==> src/rtl/avg_out_stage.sv <==
// FIFO-buffered sum-to-average output stage.
// Rounds sum/2^SHIFT, saturates to OUT_W bits, tracks running peak.
module avg_out_stage #(
  parameter int DEPTH = 4,
  parameter int IN_W  = 11,
  parameter int OUT_W = 8,
  parameter int SHIFT = 3
) (
  input  logic                       clk,
  input  logic                       rst,
  output logic                       din_busy,
  input  logic                       din_vld,
  input  logic [IN_W-1:0]            din_data,
  input  logic                       dout_busy,
  output logic                       dout_vld,
  output logic [OUT_W-1:0]           dout_data,
  output logic [OUT_W-1:0]           peak,
  output logic [$clog2(DEPTH):0]     level
);

  localparam int AW = $clog2(DEPTH);
  localparam int LW = AW + 1;
  localparam logic [LW-1:0] FULL = LW'(DEPTH);
  localparam logic [IN_W:0] RND =
    (IN_W+1)'(2 ** (SHIFT - 1));
  localparam logic [IN_W:0] MAXV =
    (IN_W+1)'((2 ** OUT_W) - 1);

  logic [IN_W-1:0] mem [DEPTH];
  logic [AW-1:0]   wr_ptr;
  logic [AW-1:0]   rd_ptr;
  logic            push;
  logic            pop;
  logic [IN_W:0]   rsum;
  logic [IN_W:0]   avg;

  assign din_busy = (level == FULL);
  assign dout_vld = (level != '0);
  assign push     = din_vld && !din_busy;
  assign pop      = dout_vld && !dout_busy;

  always_comb begin
    rsum = {1'b0, mem[rd_ptr]} + RND;
    avg  = rsum >> SHIFT;
    if (avg > MAXV)
      dout_data = '1;
    else
      dout_data = avg[OUT_W-1:0];
  end

  // Storage is not reset; level gates visibility.
  always_ff @(posedge clk) begin
    if (!rst && push)
      mem[wr_ptr] <= din_data;
  end

  always_ff @(posedge clk) begin
    if (rst) begin
      wr_ptr <= '0;
      rd_ptr <= '0;
      level  <= '0;
      peak   <= '0;
    end else begin
      if (push)
        wr_ptr <= wr_ptr + 1'b1;
      if (pop)
        rd_ptr <= rd_ptr + 1'b1;
      unique case ({push, pop})
        2'b10:   level <= level + 1'b1;
        2'b01:   level <= level - 1'b1;
        default: level <= level;
      endcase
      if (pop && (dout_data > peak))
        peak <= dout_data;
    end
  end

endmodule

==> config.mk <==
export PLATFORM = sky130hd
export DESIGN_NAME = avg_out_stage
export DESIGN_NICKNAME = d
export VERILOG_FILES = /design/src/rtl/avg_out_stage.sv
export SDC_FILE = /design/constraint.sdc
export NUM_CORES = 1
export LEC_CHECK = 0
export CORE_UTILIZATION = 45
export CTS_CLUSTER_SIZE = 28
export DETAILED_ROUTE_END_ITERATION = 6
export GPL_TIMING_DRIVEN = 0
export PLACE_DENSITY = 0.7
export SLEW_MARGIN = 20
export SYNTH_ARGS = -nofsm -noshare
export SYNTH_HDL_FRONTEND = slang
export SYNTH_SLANG_ARGS = --single-unit
==> constraint.sdc <==
create_clock -name clk -period 3.79 [get_ports clk]
set_input_delay 0.379 -clock clk [delete_from_list [all_inputs] [get_ports clk]]
set_output_delay 0.379 -clock clk [all_outputs]
set_load 0.005 [all_outputs]
# Word level (Yosys, flattened, before mapping)
# Memory sizes are Yosys's and may differ from the RTL's. A register that Yosys moved wholly into a read port is not among the register bits.
# Cells that the tools add are included.
# totals
register_bits	15
latchBits	0
mem_bits_rw	44
rom_bits	0
wordCells	30
n_memories	1
# classes
addsub	5
n_mul	0
div	0
order_cmp	2
n_eq_ne	3
shift	0
n_mux	6
n_bitwise	0
n_reduce_logical	9
# mem_list
name	words	word_bits	rd	rd_clocked_by_memory_dff	write_ports	line_no	text
mem	4	11	1	1	1	29	logic [IN_W-1:0] mem [DEPTH];
# ops
operator	count
$add A11 B3 Y12 const B	1
$gt A9 B8 Y1 const B	1
$gt A8 B8 Y1	1
$mux W8	1
$pmux W3 S2	1
$add A2 B1 Y2 const B	2
$logic_and A1 B1 Y1	4
$mux W2	2
$add A3 B1 Y3 const B	1
$eq A3 B3 Y1 const B	1
$logic_not A1 Y1	3
$reduce_bool A3 Y1	1
$sub A3 B1 Y3 const B	1
$eq A2 B1 Y1 const B	1
$eq A2 B2 Y1 const B	1
$mux W1	2
$reduce_bool A2 Y1	1

# Longest topological paths before layout
# Gate-level depths: netlist (run 1).
# logic_depth
depth_word	6
mapped_depth	15

# Worst setup path before layout (run 1)
# Ideal clock, no wire load.
# synth_timing
path_kind	reg-to-reg
from	register with a tool-made name
to	register peak[7]
setup_time_ns	0.128
arrival_time_ns	2.946
required_ns	3.662
setup_slack_ns	0.716
path_stages_with_launch	15
synth_period_minus_slack_ns	3.074
cell_sequence	dfxtp_1 > buf_6 > mux4_2 > ha_1 > and3_1 > buf_6 > xnor2_1 > nand2_1 > ha_1 > o211ai_1 > a21o_1 > a21oi_1 > buf_2 > mux2i_1 > nor2_1
# synth_rtl
item	line_no	text
end signal: assignment	74	peak <= dout_data;
end: declaration	17	output logic [OUT_W-1:0] peak,

==> tab_implementation.tex, run 1 <==
\begin{tabular}{lr}
\hline
Metric & Value \\
\hline
\multicolumn{2}{l}{\textbf{Clock network}} \\
Total setup buffers inserted after CTS & 0 \\
Total CTS buffers & 5 \\
TritonCTS clock tree & built \\
Number of buffers on the longest clock path & 2 \\
Number of sinks driven by the clock tree & 53 \\
Clock transition at the registers of the reported paths & 0.10 ns \\
Root cell of the clock tree & sky130\_fd\_sc\_hd\_\_clkbuf\_8 \\
Total of cells resized after clock tree synthesis & 0 \\
Deepest level of the CTS H-tree & 2 \\
Hold-fix buffers at CTS & 0 \\
Clock latency reported for the late side of the worst-skew pair & 0.31 ns \\
\multicolumn{2}{l}{\textbf{Die}} \\
Number of primary I/O pins & 36 \\
Die X & 76.03 um \\
Core area & 0.005205 mm\^{}2 \\
Effective utilization at floorplan & 47.38\% \\
Die Outline Area & 0.005781 mm\^{}2 \\
Vertical die dimension & 76.03 um \\
Site Rows & 26 \\
\multicolumn{2}{l}{\textbf{STA}} \\
Setup-violating endpoint count in the final report & 0 \\
Setup repair after global routing missed its margin & no \\
Maximum operating frequency & 299.2 MHz \\
Aggregate negative setup slack & 0 ns \\
Final period demand of the worst path & 3.342 ns \\
Rel. slew slack & 64.04\% \\
Worst-case setup margin in the final layout & 0.4478 ns \\
Final cycle utilization of the critical path & 88.18\% \\
Transition at the pin with the smallest max-transition slack & 0.5393 ns \\
Pins over their slew limit & 0 \\
Fin Clk Skew & 0.008441 ns \\
Count of final hold-check violations & 0 \\
\multicolumn{2}{l}{\textbf{Final layout}} \\
Final core utilization & a little under three fifths \\
\# nets final & 248 \\
Post-route non-filler standard cell count & a little under 300 \\
Layout cell share with drive strength beyond 1 & between 10\% and 20\% \\
Number of antenna repair diodes & 0 \\
Area growth from synthesis to final layout & 20.70\% \\
\multicolumn{2}{l}{\textbf{Setup path}} \\
Type of destination of the critical path & flop \\
Startpoint-to-endpoint class of the critical path & flop to flop \\
Largest fanout on the critical path & 10 \\
Slowest library cell on the worst path & sky130\_fd\_sc\_hd\_\_mux4\_2 \\
Data arrival, critical path & 3.57 ns \\
Worst-path cell chain & buf\_6, mux4\_2, ha\_1, and3\_1, buf\_6, xnor2\_1, nand2\_1, ha\_1, o211ai\_1, a21o\_1, a21oi\_1, buf\_2, nor2\_1, a311oi\_1 \\
Delay of the slowest cell on the worst path & around 0.56 ns \\
Startpoint type of the worst setup path & flop \\
Critical path required time & between 4 and 5 ns \\
\multicolumn{2}{l}{\textbf{Global routing}} \\
Initial antenna violation count & 0 \\
Pin count of the biggest net entering global routing & 20 \\
Overall Global Routing Usage & 16.07\% \\
Total global routing overflow & 0 \\
Wire length of the first global-routing pass & 7107 um \\
Via count of the first global-routing pass & 1,483 \\
\multicolumn{2}{l}{\textbf{Power and ir drop}} \\
Power per unit of standard cell area & 664.1 mW/mm\^{}2 \\
Static leakage power & 1.021 nW \\
Peak ir drop on the vdd network & between 300 and 400 uV \\
\multicolumn{2}{l}{\textbf{Min path}} \\
Hold Path Class & input pin to flop \\
Hold path start & rst \\
\multicolumn{2}{l}{\textbf{Placement}} \\
Port Buffers & 32 \\
Post-detail-place hpwl & 2969 um \\
Worst setup slack after placement & about 0.44 ns \\
Gp weighted congestion & between 0.7 and 0.8 \\
Instance count after placement with tap cells included & 281 \\
\multicolumn{2}{l}{\textbf{Route}} \\
WL per Instance & 14.27 um \\
Final routed DRC violation total & 0 \\
Number of violations reported at the end of detailed-routing iteration 0 & 91 \\
Number of vias per cell after detailed routing & 5.087 \\
Number of search-and-repair iterations in the first detailed-routing pass & 4 \\
Detailed-route via count & 1,470 \\
Number of routed nets with antenna violations & 0 \\
Drt total wl & approximately 4100 um \\
\multicolumn{2}{l}{\textbf{Yosys}} \\
Total number of yosys warnings & 0 \\
Cells after synthesis & 179 \\
Net count after synthesis & 209 \\
Sequential cell area fraction in the yosys report & between 50 and 60\% \\
Number of distinct library cells after synthesis & 35 \\
Seq cells post-synth & 53 \\
Netlist Area Pre-Place & 0.002466 mm\^{}2 \\
Average cell area after synthesis & 13.78 um\^{}2 \\
\multicolumn{2}{l}{\textbf{Flow run}} \\
Max Cap Viol & 0 \\
\multicolumn{2}{l}{\textbf{Status}} \\
Status & finished clean \\
\hline
\end{tabular}
==> per-stage QoR <==
step,total power [mW],hold slack [ns],instance area (um^2)
floorplan,1.335,0.4779,2466
global placement,1.646,0.5038,2874
detailed placement,1.662,0.5058,2874
CTS,2.004,0.4064,2977
global route,2.134,0.4651,2977
finish,1.977,0.4141,2977
==> final timing paths <==
| path | cells after the start | to | slack (ns) |
|---|---|---|---|
| min | 2 | peak[6] | 0.41 |
| max | 14 | peak[3] | 0.45 |
| max reg2reg | 14 | peak[3] | 0.45 |
| min reg2reg | 2 | level[2] | 0.52 |
==> synthesized netlist by cell type, drive strengths merged <==
| cell type | count | area (um^2) |
|---|---|---|
| edfxtp | 36 | 1081 |
| nor2 | 19 | 71.32 |
| dfxtp | 17 | 340.3 |
| ha | 14 | 175.2 |
| inv | 13 | 48.80 |
| mux4 | 9 | 202.7 |
| a21oi | 7 | 35.03 |
| a31oi | 7 | 77.58 |
| mux2i | 6 | 60.06 |
| and2 | 5 | 31.28 |
| buf | 5 | 50.04 |
| nand2 | 5 | 18.77 |
| nor2b | 4 | 27.53 |
| xnor2 | 4 | 35.03 |
| and3 | 3 | 18.77 |
| clkbuf | 3 | 12.51 |
| o21ai | 3 | 15.01 |
| xor2 | 3 | 26.28 |
| a211oi | 2 | 15.01 |
| a311oi | 2 | 17.52 |
| nand4 | 2 | 12.51 |
| or3 | 2 | 12.51 |
| a21boi | 1 | 7.510 |
| a21o | 1 | 7.510 |
| a41oi | 1 | 16.27 |
| and4 | 1 | 11.26 |
| fa | 1 | 20.02 |
| nand2b | 1 | 6.260 |
| nand3 | 1 | 5.000 |
| o211ai | 1 | 7.510 |
==> layout make-up <==
class | instances | area [um^2]
clock buffers | 5 | 68.82
fillers | 437 | 2228
repair buffers | 32 | 320.3
multi-input cells | 105 | 933.4
well taps | 70 | 87.58
clock inverters | 3 | 33.78
inverters | 13 | 48.80
flip-flops and latches | 53 | 1421
plain buffers | 8 | 62.56
==> cells in the final DEF, fill, tap and decap left out, types with 2 or more instances in the layout <==
cell	n
sky130_fd_sc_hd__mux2i_1	6
sky130_fd_sc_hd__a21oi_1	7
sky130_fd_sc_hd__and2_1	5
sky130_fd_sc_hd__clkdlybuf4s50_1	32
sky130_fd_sc_hd__mux4_2	9
sky130_fd_sc_hd__ha_1	14
sky130_fd_sc_hd__a211oi_1	2
sky130_fd_sc_hd__or3_1	2
sky130_fd_sc_hd__nand2_1	5
sky130_fd_sc_hd__a31oi_1	3
sky130_fd_sc_hd__xnor2_1	4
sky130_fd_sc_hd__dfxtp_1	17
sky130_fd_sc_hd__clkbuf_8	5
sky130_fd_sc_hd__and3_1	3
sky130_fd_sc_hd__nor2b_1	3
sky130_fd_sc_hd__a311oi_1	2
sky130_fd_sc_hd__xor2_1	3
sky130_fd_sc_hd__clkinv_4	2
sky130_fd_sc_hd__nand4_1	2
sky130_fd_sc_hd__nor2_1	19
sky130_fd_sc_hd__o21ai_0	3
sky130_fd_sc_hd__a31oi_2	3
sky130_fd_sc_hd__edfxtp_1	36
sky130_fd_sc_hd__inv_1	13
sky130_fd_sc_hd__buf_6	4
sky130_fd_sc_hd__clkbuf_1	2
==> report_power, final <==
| part | leakage, nW | switching, mW | total, mW | internal [mW] |
|---|---|---|---|---|
| registers | 0.466 | 0.0474 | 0.744 | 0.697 |
| logic | 0.504 | 0.419 | 0.896 | 0.476 |
| clock network | 0.0511 | 0.199 | 0.337 | 0.138 |
==> routing by layer <==
layer	up-vias	global-route usage (%)	wire [um]	part of all wire, %
met5	-	0	0	0
met4	0	6.346	61	1.5
met3	7	2.994	126	3.1
met2	30	26.91	1986	48
met1	698	20.72	1951	47
li1	735	-	-	-
==> logic make-up (layout without fill, tap and decap cells) <==
logic type	after synthesis	in the layout	synth area share (%)
and+or+nand+nor	43	43	8.727
xor gates and xnor gates	7	7	2.486
buffers and inverters	21	61	4.515
AOI/OAI and AO/OA	25	25	8.067
DFF	53	53	57.64
adders and majority gates	15	15	7.915
muxes	15	15	10.65
==> sequential cells by signal, summed over array words and instances, names as in the netlist, named ones only <==
name	flops
peak	8
level	3
rd_ptr	2
mem	36
wr_ptr	2
==> critical path, delay by kind of cell, from the launching register on <==
family | cells | cell delay (ns)
AOI/OAI and AO/OA | 4 | 0.67
buffers and inverters | 3 | 0.59
adders and majority gates | 2 | 0.57
muxes | 1 | 0.56
DFF | 1 | 0.34
and+or+nand+nor | 3 | 0.33
xor gates and xnor gates | 1 | 0.19
Power figures use the tool's default switching activity.
==> run 2, diff against run 1 <==
--- a/config.mk
+++ b/config.mk
@@ -6,10 +6,11 @@
 export NUM_CORES = 1
 export LEC_CHECK = 0
 export CORE_UTILIZATION = 45
+export CTS_BUF_LIST = sky130_fd_sc_hd__clkbuf_4 sky130_fd_sc_hd__clkbuf_8
 export CTS_CLUSTER_SIZE = 28
 export DETAILED_ROUTE_END_ITERATION = 6
 export GPL_TIMING_DRIVEN = 0
-export PLACE_DENSITY = 0.7
+export PLACE_DENSITY_LB_ADDON = 0.12
 export SLEW_MARGIN = 20
 export SYNTH_ARGS = -nofsm -noshare
 export SYNTH_HDL_FRONTEND = slang
==> tab_implementation.tex, run 2 (synthesis gave the netlist of run 1 again) <==
\begin{tabular}{lr}
\hline
Metric & Value \\
\hline
\multicolumn{2}{l}{\textbf{Power and ir drop}} \\
Static leakage power & 1.011 nW (-1.0\%) \\
Peak ir drop on the vdd network & 368.2 uV (+4.2\%) \\
Power per unit of standard cell area & 671.1 mW/mm\^{}2 (+1.1\%) \\
\multicolumn{2}{l}{\textbf{Setup path}} \\
Type of destination of the critical path & flop \\
R2R Setup Slk & 0.25 ns (-0.19 ns) \\
Data arrival, critical path & 3.72 ns (+0.15 ns) \\
Worst-case reg-to-reg path depth & 14 (unchanged) \\
Capturing point of the worst reg2reg path & peak[4] \\
Startpoint type of the worst setup path & flop \\
Startpoint-to-endpoint class of the critical path & flop to flop \\
Largest fanout on the critical path & 10 (unchanged) \\
Critical path required time & 3.97 ns (-0.04 ns) \\
\multicolumn{2}{l}{\textbf{Status}} \\
Status & finished clean \\
\multicolumn{2}{l}{\textbf{Clock network}} \\
Number of sinks driven by the clock tree & 53 (unchanged) \\
Deepest level of the CTS H-tree & 2 (unchanged) \\
Number of buffers on the longest clock path & 2 (unchanged) \\
Total of cells resized after clock tree synthesis & 0 (unchanged) \\
TritonCTS clock tree & built \\
Total setup buffers inserted after CTS & 0 (unchanged) \\
Total CTS buffers & 5 (unchanged) \\
Clock transition at the registers of the reported paths & 0.09 ns (about the same) \\
Clock latency reported for the late side of the worst-skew pair & 0.31 ns (about the same) \\
Root cell of the clock tree & sky130\_fd\_sc\_hd\_\_clkbuf\_8 \\
Hold-fix buffers at CTS & 0 (unchanged) \\
\multicolumn{2}{l}{\textbf{Route}} \\
Number of vias per cell after detailed routing & 5.208 (+2.4\%) \\
Drt total wl & 4628 um (+12\%) \\
Number of search-and-repair iterations in the first detailed-routing pass & 4 (unchanged) \\
Detailed-route via count & 1,500 (+2.0\%) \\
WL per Instance & 16.07 um (+13\%) \\
Final routed DRC violation total & 0 (unchanged) \\
Number of routed nets with antenna violations & 0 (unchanged) \\
Number of violations reported at the end of detailed-routing iteration 0 & 75 (-18\%) \\
\multicolumn{2}{l}{\textbf{STA}} \\
Final cycle utilization of the critical path & 93.33\% (+5.1 points) \\
Worst-case setup margin in the final layout & 0.2529 ns (-0.1949 ns) \\
Rel. slew slack & 67.21\% (+3.2 points) \\
Pins over their slew limit & 0 (unchanged) \\
Transition at the pin with the smallest max-transition slack & 0.4919 ns (-0.04749 ns) \\
Aggregate negative setup slack & 0 ns (unchanged) \\
Setup repair after global routing missed its margin & no \\
Fin Hold WS & 0.4514 ns (+0.03727 ns) \\
Setup-violating endpoint count in the final report & 0 (unchanged) \\
Final period demand of the worst path & 3.537 ns (+0.1949 ns) \\
Count of final hold-check violations & 0 (unchanged) \\
Fin Clk Skew & 0.008417 ns (-0.00002395 ns) \\
Maximum operating frequency & 282.7 MHz (-5.5\%) \\
\multicolumn{2}{l}{\textbf{Placement}} \\
Post-detail-place hpwl & 3337 um (+12\%) \\
Port Buffers & 32 (unchanged) \\
Worst setup slack after placement & 0.3081 ns (-0.1319 ns) \\
Gp weighted congestion & 0.7903 (+7.0\%) \\
Placed cell areas & 0.002874 mm\^{}2 (unchanged) \\
Instance count after placement with tap cells included & 281 (unchanged) \\
\multicolumn{2}{l}{\textbf{Min path}} \\
Hold Path Class & input pin to flop \\
Hold path start & rst \\
Endpoint of the worst hold path & peak[6] \\
Hold Path Cell Cnt & 2 (unchanged) \\
\multicolumn{2}{l}{\textbf{Final layout}} \\
Commonest non-fill, non-tap cell in the layout & sky130\_fd\_sc\_hd\_\_edfxtp\_1 \\
Register containing the most flip-flops in the final layout & mem \\
Number of flip-flops under the largest register name & 36 (unchanged) \\
Largest regs & mem x36, peak x8, level x3 \\
Layout cell share with drive strength beyond 1 & 13.30\% (-0.40 points) \\
Commonest cells after routing, fill and taps aside & sky130\_fd\_sc\_hd\_\_edfxtp\_1, sky130\_fd\_sc\_hd\_\_clkdlybuf4s50\_1, sky130\_fd\_sc\_hd\_\_nor2\_1, sky130\_fd\_sc\_hd\_\_dfxtp\_1, sky130\_fd\_sc\_hd\_\_ha\_1 \\
Post-route non-filler standard cell count & 288 (-0.35\%) \\
Final instance area & 0.002957 mm\^{}2 (-0.67\%) \\
Number of antenna repair diodes & 0 (unchanged) \\
\# nets final & 248 (unchanged) \\
Area growth from synthesis to final layout & 19.89\% \\
\multicolumn{2}{l}{\textbf{Die}} \\
Number of primary I/O pins & 36 (unchanged) \\
Site Rows & 26 (unchanged) \\
Die Outline Area & 0.005781 mm\^{}2 (unchanged) \\
Vertical die dimension & 76.03 um (unchanged) \\
Die X & 76.03 um (unchanged) \\
Core area & 0.005205 mm\^{}2 (unchanged) \\
Effective utilization at floorplan & 47.38\% (unchanged) \\
\multicolumn{2}{l}{\textbf{Global routing}} \\
Pin count of the biggest net entering global routing & 17 (-15\%) \\
Overall Global Routing Usage & 17.26\% (+1.2 points) \\
Wire length of the first global-routing pass & 7679 um (+8.0\%) \\
Total global routing overflow & 0 (unchanged) \\
Via count of the first global-routing pass & 1,600 (+7.9\%) \\
Initial antenna violation count & 0 (unchanged) \\
\multicolumn{2}{l}{\textbf{Flow run}} \\
Max Cap Viol & 0 (unchanged) \\
\hline
\end{tabular}
run 2: layout make-up:
type / count / area, um^2
sequential: 53 / 1421
clock buffer: 5 / 68.82
multi-input combinational: 105 / 933.4
buffer: 8 / 62.56
inverter: 13 / 48.80
timing repair buffer: 32 / 320.3
fill: 457 / 2248
tap: 70 / 87.58
clock inverter: 2 / 13.76
run 2: worst max-delay path, cell delays in order, from the launching register on:
cell	delay, ns
sky130_fd_sc_hd__dfxtp_1	0.34
sky130_fd_sc_hd__buf_6	0.18
sky130_fd_sc_hd__mux4_2	0.56
sky130_fd_sc_hd__ha_1	0.25
sky130_fd_sc_hd__and3_1	0.16
sky130_fd_sc_hd__buf_6	0.13
sky130_fd_sc_hd__xnor2_1	0.20
sky130_fd_sc_hd__nand2_1	0.12
sky130_fd_sc_hd__ha_1	0.34
sky130_fd_sc_hd__o211ai_1	0.11
sky130_fd_sc_hd__a21o_1	0.17
sky130_fd_sc_hd__a21oi_1	0.21
sky130_fd_sc_hd__buf_2	0.31
sky130_fd_sc_hd__mux2i_1	0.26
sky130_fd_sc_hd__nor2_1	0.06
run 2: routing by layer:
| layer | vias to the layer above | global-route usage (%) | share of wire [%] |
|---|---|---|---|
| met4 | 0 | 6.154 | 1.4 |
| li1 | 730 | - | - |
| met5 | - | 0 | 0 |
| met3 | 6 | 3.832 | 2.6 |
| met1 | 739 | 21.54 | 45 |
| met2 | 25 | 29.55 | 51 |
run 2: through the flow:
stage	total power, mW	util (%)
6_report	1.984	56.80
5_1_grt	2.117	56.80
4_1_cts	1.997	56.80
3_5_place_dp	1.684	55.22
3_3_place_gp	1.636	55.22
2_1_floorplan	1.335	-
run 2: power by group:
| group | total, mW | switching, mW | internal, mW | leakage (nW) |
|---|---|---|---|---|
| sequential | 0.744 | 0.0470 | 0.697 | 0.466 |
| clock | 0.316 | 0.188 | 0.128 | 0.0406 |
| combinational | 0.924 | 0.446 | 0.479 | 0.504 |
| total | 1.98 | 0.681 | 1.30 | 1.01 |
run 2: worst max-delay path by stage:
stage / endpoint / slack (ns) / cells past startpoint
3_5_place_dp: peak[4] / 0.31 / 14
6_report: peak[4] / 0.25 / 14
2_1_floorplan: peak[7] / 0.72 / 14
5_1_grt: peak[4] / 0.07 / 14
3_3_place_gp: peak[6] / 0.47 / 14
4_1_cts: peak[4] / 0.28 / 14
==> run 3, diff against run 2 <==
==> constraint.sdc (replaced) <==
create_clock -name clk -period 3.3 [get_ports clk]
set_input_delay 0.33 -clock clk [delete_from_list [all_inputs] [get_ports clk]]
set_output_delay 0.33 -clock clk [all_outputs]
set_load 0.005 [all_outputs]
==> tab_implementation.tex, run 3 (synthesis gave the netlist of run 1 again) <==
\begin{tabular}{lr}
\hline
Metric & Value \\
\hline
\multicolumn{2}{l}{\textbf{Die}} \\
Die X & 76.03 um (unchanged) \\
Die Outline Area & 0.005781 mm\^{}2 (unchanged) \\
Number of primary I/O pins & 36 (unchanged) \\
Vertical die dimension & 76.03 um (unchanged) \\
Site Rows & 26 (unchanged) \\
Core area & 0.005205 mm\^{}2 (unchanged) \\
Effective utilization at floorplan & 47.38\% (unchanged) \\
\multicolumn{2}{l}{\textbf{Route}} \\
Number of search-and-repair iterations in the first detailed-routing pass & 5 (+1) \\
Number of routed nets with antenna violations & 0 (unchanged) \\
WL per Instance & 16.22 um (+0.96\%) \\
Drt total wl & 4802 um (+3.8\%) \\
Number of violations reported at the end of detailed-routing iteration 0 & 58 (-23\%) \\
Detailed-route via count & 1,555 (+3.7\%) \\
Final routed DRC violation total & 0 (unchanged) \\
Number of vias per cell after detailed routing & 5.253 (+0.86\%) \\
\multicolumn{2}{l}{\textbf{Clock network}} \\
Deepest level of the CTS H-tree & 2 (unchanged) \\
TritonCTS clock tree & built \\
Hold-fix buffers at CTS & 0 (unchanged) \\
Clock transition at the registers of the reported paths & 0.09 ns (about the same) \\
Number of sinks driven by the clock tree & 53 (unchanged) \\
Clock latency reported for the late side of the worst-skew pair & 0.31 ns (about the same) \\
Total CTS buffers & 5 (unchanged) \\
Number of buffers on the longest clock path & 2 (unchanged) \\
Root cell of the clock tree & sky130\_fd\_sc\_hd\_\_clkbuf\_8 \\
\multicolumn{2}{l}{\textbf{Power and ir drop}} \\
Switching share of power & 34.24\% (-0.069 points) \\
Cell internal power dissipation & 1.620 mW (+24\%) \\
Total design power & 2.464 mW (+24\%) \\
Power per unit of standard cell area & 789.9 mW/mm\^{}2 (+18\%) \\
Peak ir drop on the vdd network & 427.1 uV (+16\%) \\
Fraction of power consumed by the clock network & 14.6\% (-1.3 points) \\
Net switching power & 0.8436 mW (+24\%) \\
Static leakage power & 1.064 nW (+5.3\%) \\
Seq pwr share & 34.8\% (-2.7 points) \\
Proportion of power drawn by combinational gates & 50.6\% (+4.0 points) \\
\multicolumn{2}{l}{\textbf{Placement}} \\
Placed cell areas & 0.002874 mm\^{}2 (unchanged) \\
Instance count after placement with tap cells included & 281 (unchanged) \\
Gp weighted congestion & 0.7903 (unchanged) \\
Port Buffers & 32 (unchanged) \\
Post-detail-place hpwl & 3337 um (unchanged) \\
\multicolumn{2}{l}{\textbf{Final layout}} \\
\# nets final & 256 (+3.2\%) \\
Register containing the most flip-flops in the final layout & mem \\
Post-route non-filler standard cell count & 296 (+2.8\%) \\
Number of flip-flops under the largest register name & 36 (unchanged) \\
Commonest non-fill, non-tap cell in the layout & sky130\_fd\_sc\_hd\_\_edfxtp\_1 \\
Number of antenna repair diodes & 0 (unchanged) \\
Final instance area & 0.003119 mm\^{}2 (+5.5\%) \\
Layout cell share with drive strength beyond 1 & 22.12\% (+8.8 points) \\
Area growth from synthesis to final layout & 26.48\% \\
Commonest cells after routing, fill and taps aside & sky130\_fd\_sc\_hd\_\_edfxtp\_1, sky130\_fd\_sc\_hd\_\_clkdlybuf4s50\_1, sky130\_fd\_sc\_hd\_\_nor2\_1, sky130\_fd\_sc\_hd\_\_dfxtp\_1, sky130\_fd\_sc\_hd\_\_inv\_1 \\
Final core utilization & 59.93\% (+3.1 points) \\
Largest regs & mem x36, peak x8, level x3 \\
\multicolumn{2}{l}{\textbf{Status}} \\
Status & finished clean \\
\multicolumn{2}{l}{\textbf{STA}} \\
Maximum operating frequency & 313.4 MHz (+11\%) \\
Setup-violating endpoint count in the final report & 0 (unchanged) \\
Final period demand of the worst path & 3.191 ns (-0.3465 ns) \\
Pins over their slew limit & 0 (unchanged) \\
Fin Clk Skew & 0.007260 ns (-0.001158 ns) \\
Rel. slew slack & 66.55\% (-0.66 points) \\
Final cycle utilization of the critical path & 96.69\% (+3.4 points) \\
Count of final hold-check violations & 0 (unchanged) \\
Transition at the pin with the smallest max-transition slack & 0.5017 ns (+0.009888 ns) \\
\multicolumn{2}{l}{\textbf{Global routing}} \\
Pin count of the biggest net entering global routing & 17 (unchanged) \\
Initial antenna violation count & 0 (unchanged) \\
Via count of the first global-routing pass & 1,613 (+0.81\%) \\
Overall Global Routing Usage & 17.42\% (+0.16 points) \\
Total global routing overflow & 0 (unchanged) \\
Wire length of the first global-routing pass & 7769 um (+1.2\%) \\
\multicolumn{2}{l}{\textbf{Min path}} \\
Hold Path Class & input pin to flop \\
Hold Path Cell Cnt & 2 (unchanged) \\
\multicolumn{2}{l}{\textbf{Setup path}} \\
Data arrival, critical path & 3.37 ns (-0.35 ns) \\
Delay of the slowest cell on the worst path & 0.57 ns (about the same) \\
Critical path's most frequent cell & sky130\_fd\_sc\_hd\_\_buf\_6 \\
Worst-path cell chain & buf\_6, mux4\_2, ha\_4, and3\_1, buf\_6, xnor2\_2, nand2\_1, ha\_4, o211ai\_1, a21o\_1, a21oi\_2, buf\_6, mux2i\_2, nor2\_1 \\
Worst-case reg-to-reg path depth & 14 (unchanged) \\
Startpoint-to-endpoint class of the critical path & flop to flop \\
Largest fanout on the critical path & 5 (-5) \\
Type of destination of the critical path & flop \\
Critical path required time & 3.48 ns (-0.49 ns) \\
Startpoint type of the worst setup path & flop \\
Slowest library cell on the worst path & sky130\_fd\_sc\_hd\_\_mux4\_2 \\
\multicolumn{2}{l}{\textbf{Flow run}} \\
Max Cap Viol & 0 (unchanged) \\
\hline
\end{tabular}
-- run 3: through the flow --
stage                     worst slack (ns)  setup TNS [ns]  hold slack, ns
after detailed placement           -0.1819         -0.8982          0.5113
final                               0.1094               0          0.4109
after global placement            -0.01689        -0.05569          0.4932
after CTS                          0.01768               0          0.3980
after global routing              -0.02284        -0.07840          0.4396
after floorplan                     0.2262               0          0.4289
-- run 3: final timing paths --
check,start,end,slack (ns)
setup / recovery,flop,peak[4],0.11
hold / removal,rst,peak[6],0.41
setup reg to reg,flop,peak[4],0.11
hold reg to reg,peak[3],peak[3],0.53
-- run 3: layout make-up --
cell class / instances / area [um^2]
well taps: 70 / 87.58
multi-input cells: 105 / 1016
flip-flops and latches: 53 / 1423
inverters: 13 / 48.80
plain buffers: 8 / 68.82
fillers: 438 / 2086
clock inverters: 2 / 13.76
repair buffers: 40 / 392.9
clock buffers: 5 / 68.82
-- run 3: critical path: cells and delay by family, from the launching register on --
family | cells | cell delay (ns)
AOI/OAI and AO/OA | 3 | 0.47
xor gates and xnor gates | 1 | 0.17
adders and majority gates | 2 | 0.50
buffers and inverters | 3 | 0.44
DFF | 1 | 0.34
muxes | 2 | 0.80
and+or+nand+nor | 3 | 0.36
-- run 3: power groups by stage --
stage	registers (mW)	logic, mW	clock network, mW
floorplan	0.864	0.670	0
global placement	0.864	1.02	0
detailed placement	0.871	1.06	0
CTS	0.856	1.12	0.367
global route	0.869	1.36	0.394
finish	0.857	1.25	0.361
-- run 3: routing by layer --
layer	track usage (%)	vias to the layer above	wire [um]
li1	-	746	-
met5	0	-	0
met2	29.73	34	2441
met3	3.832	7	180
met4	6.538	0	68
met1	21.70	768	2110
-- run 3: what timing repair did --
item | 4_1_cts | 5_1_grt
endpoints found under the setup margin | 8 | 8
setup buffers | 2 | 5
resized for setup | 4 | 14
pin swaps | 0 | 6
cloned | 1 | 0
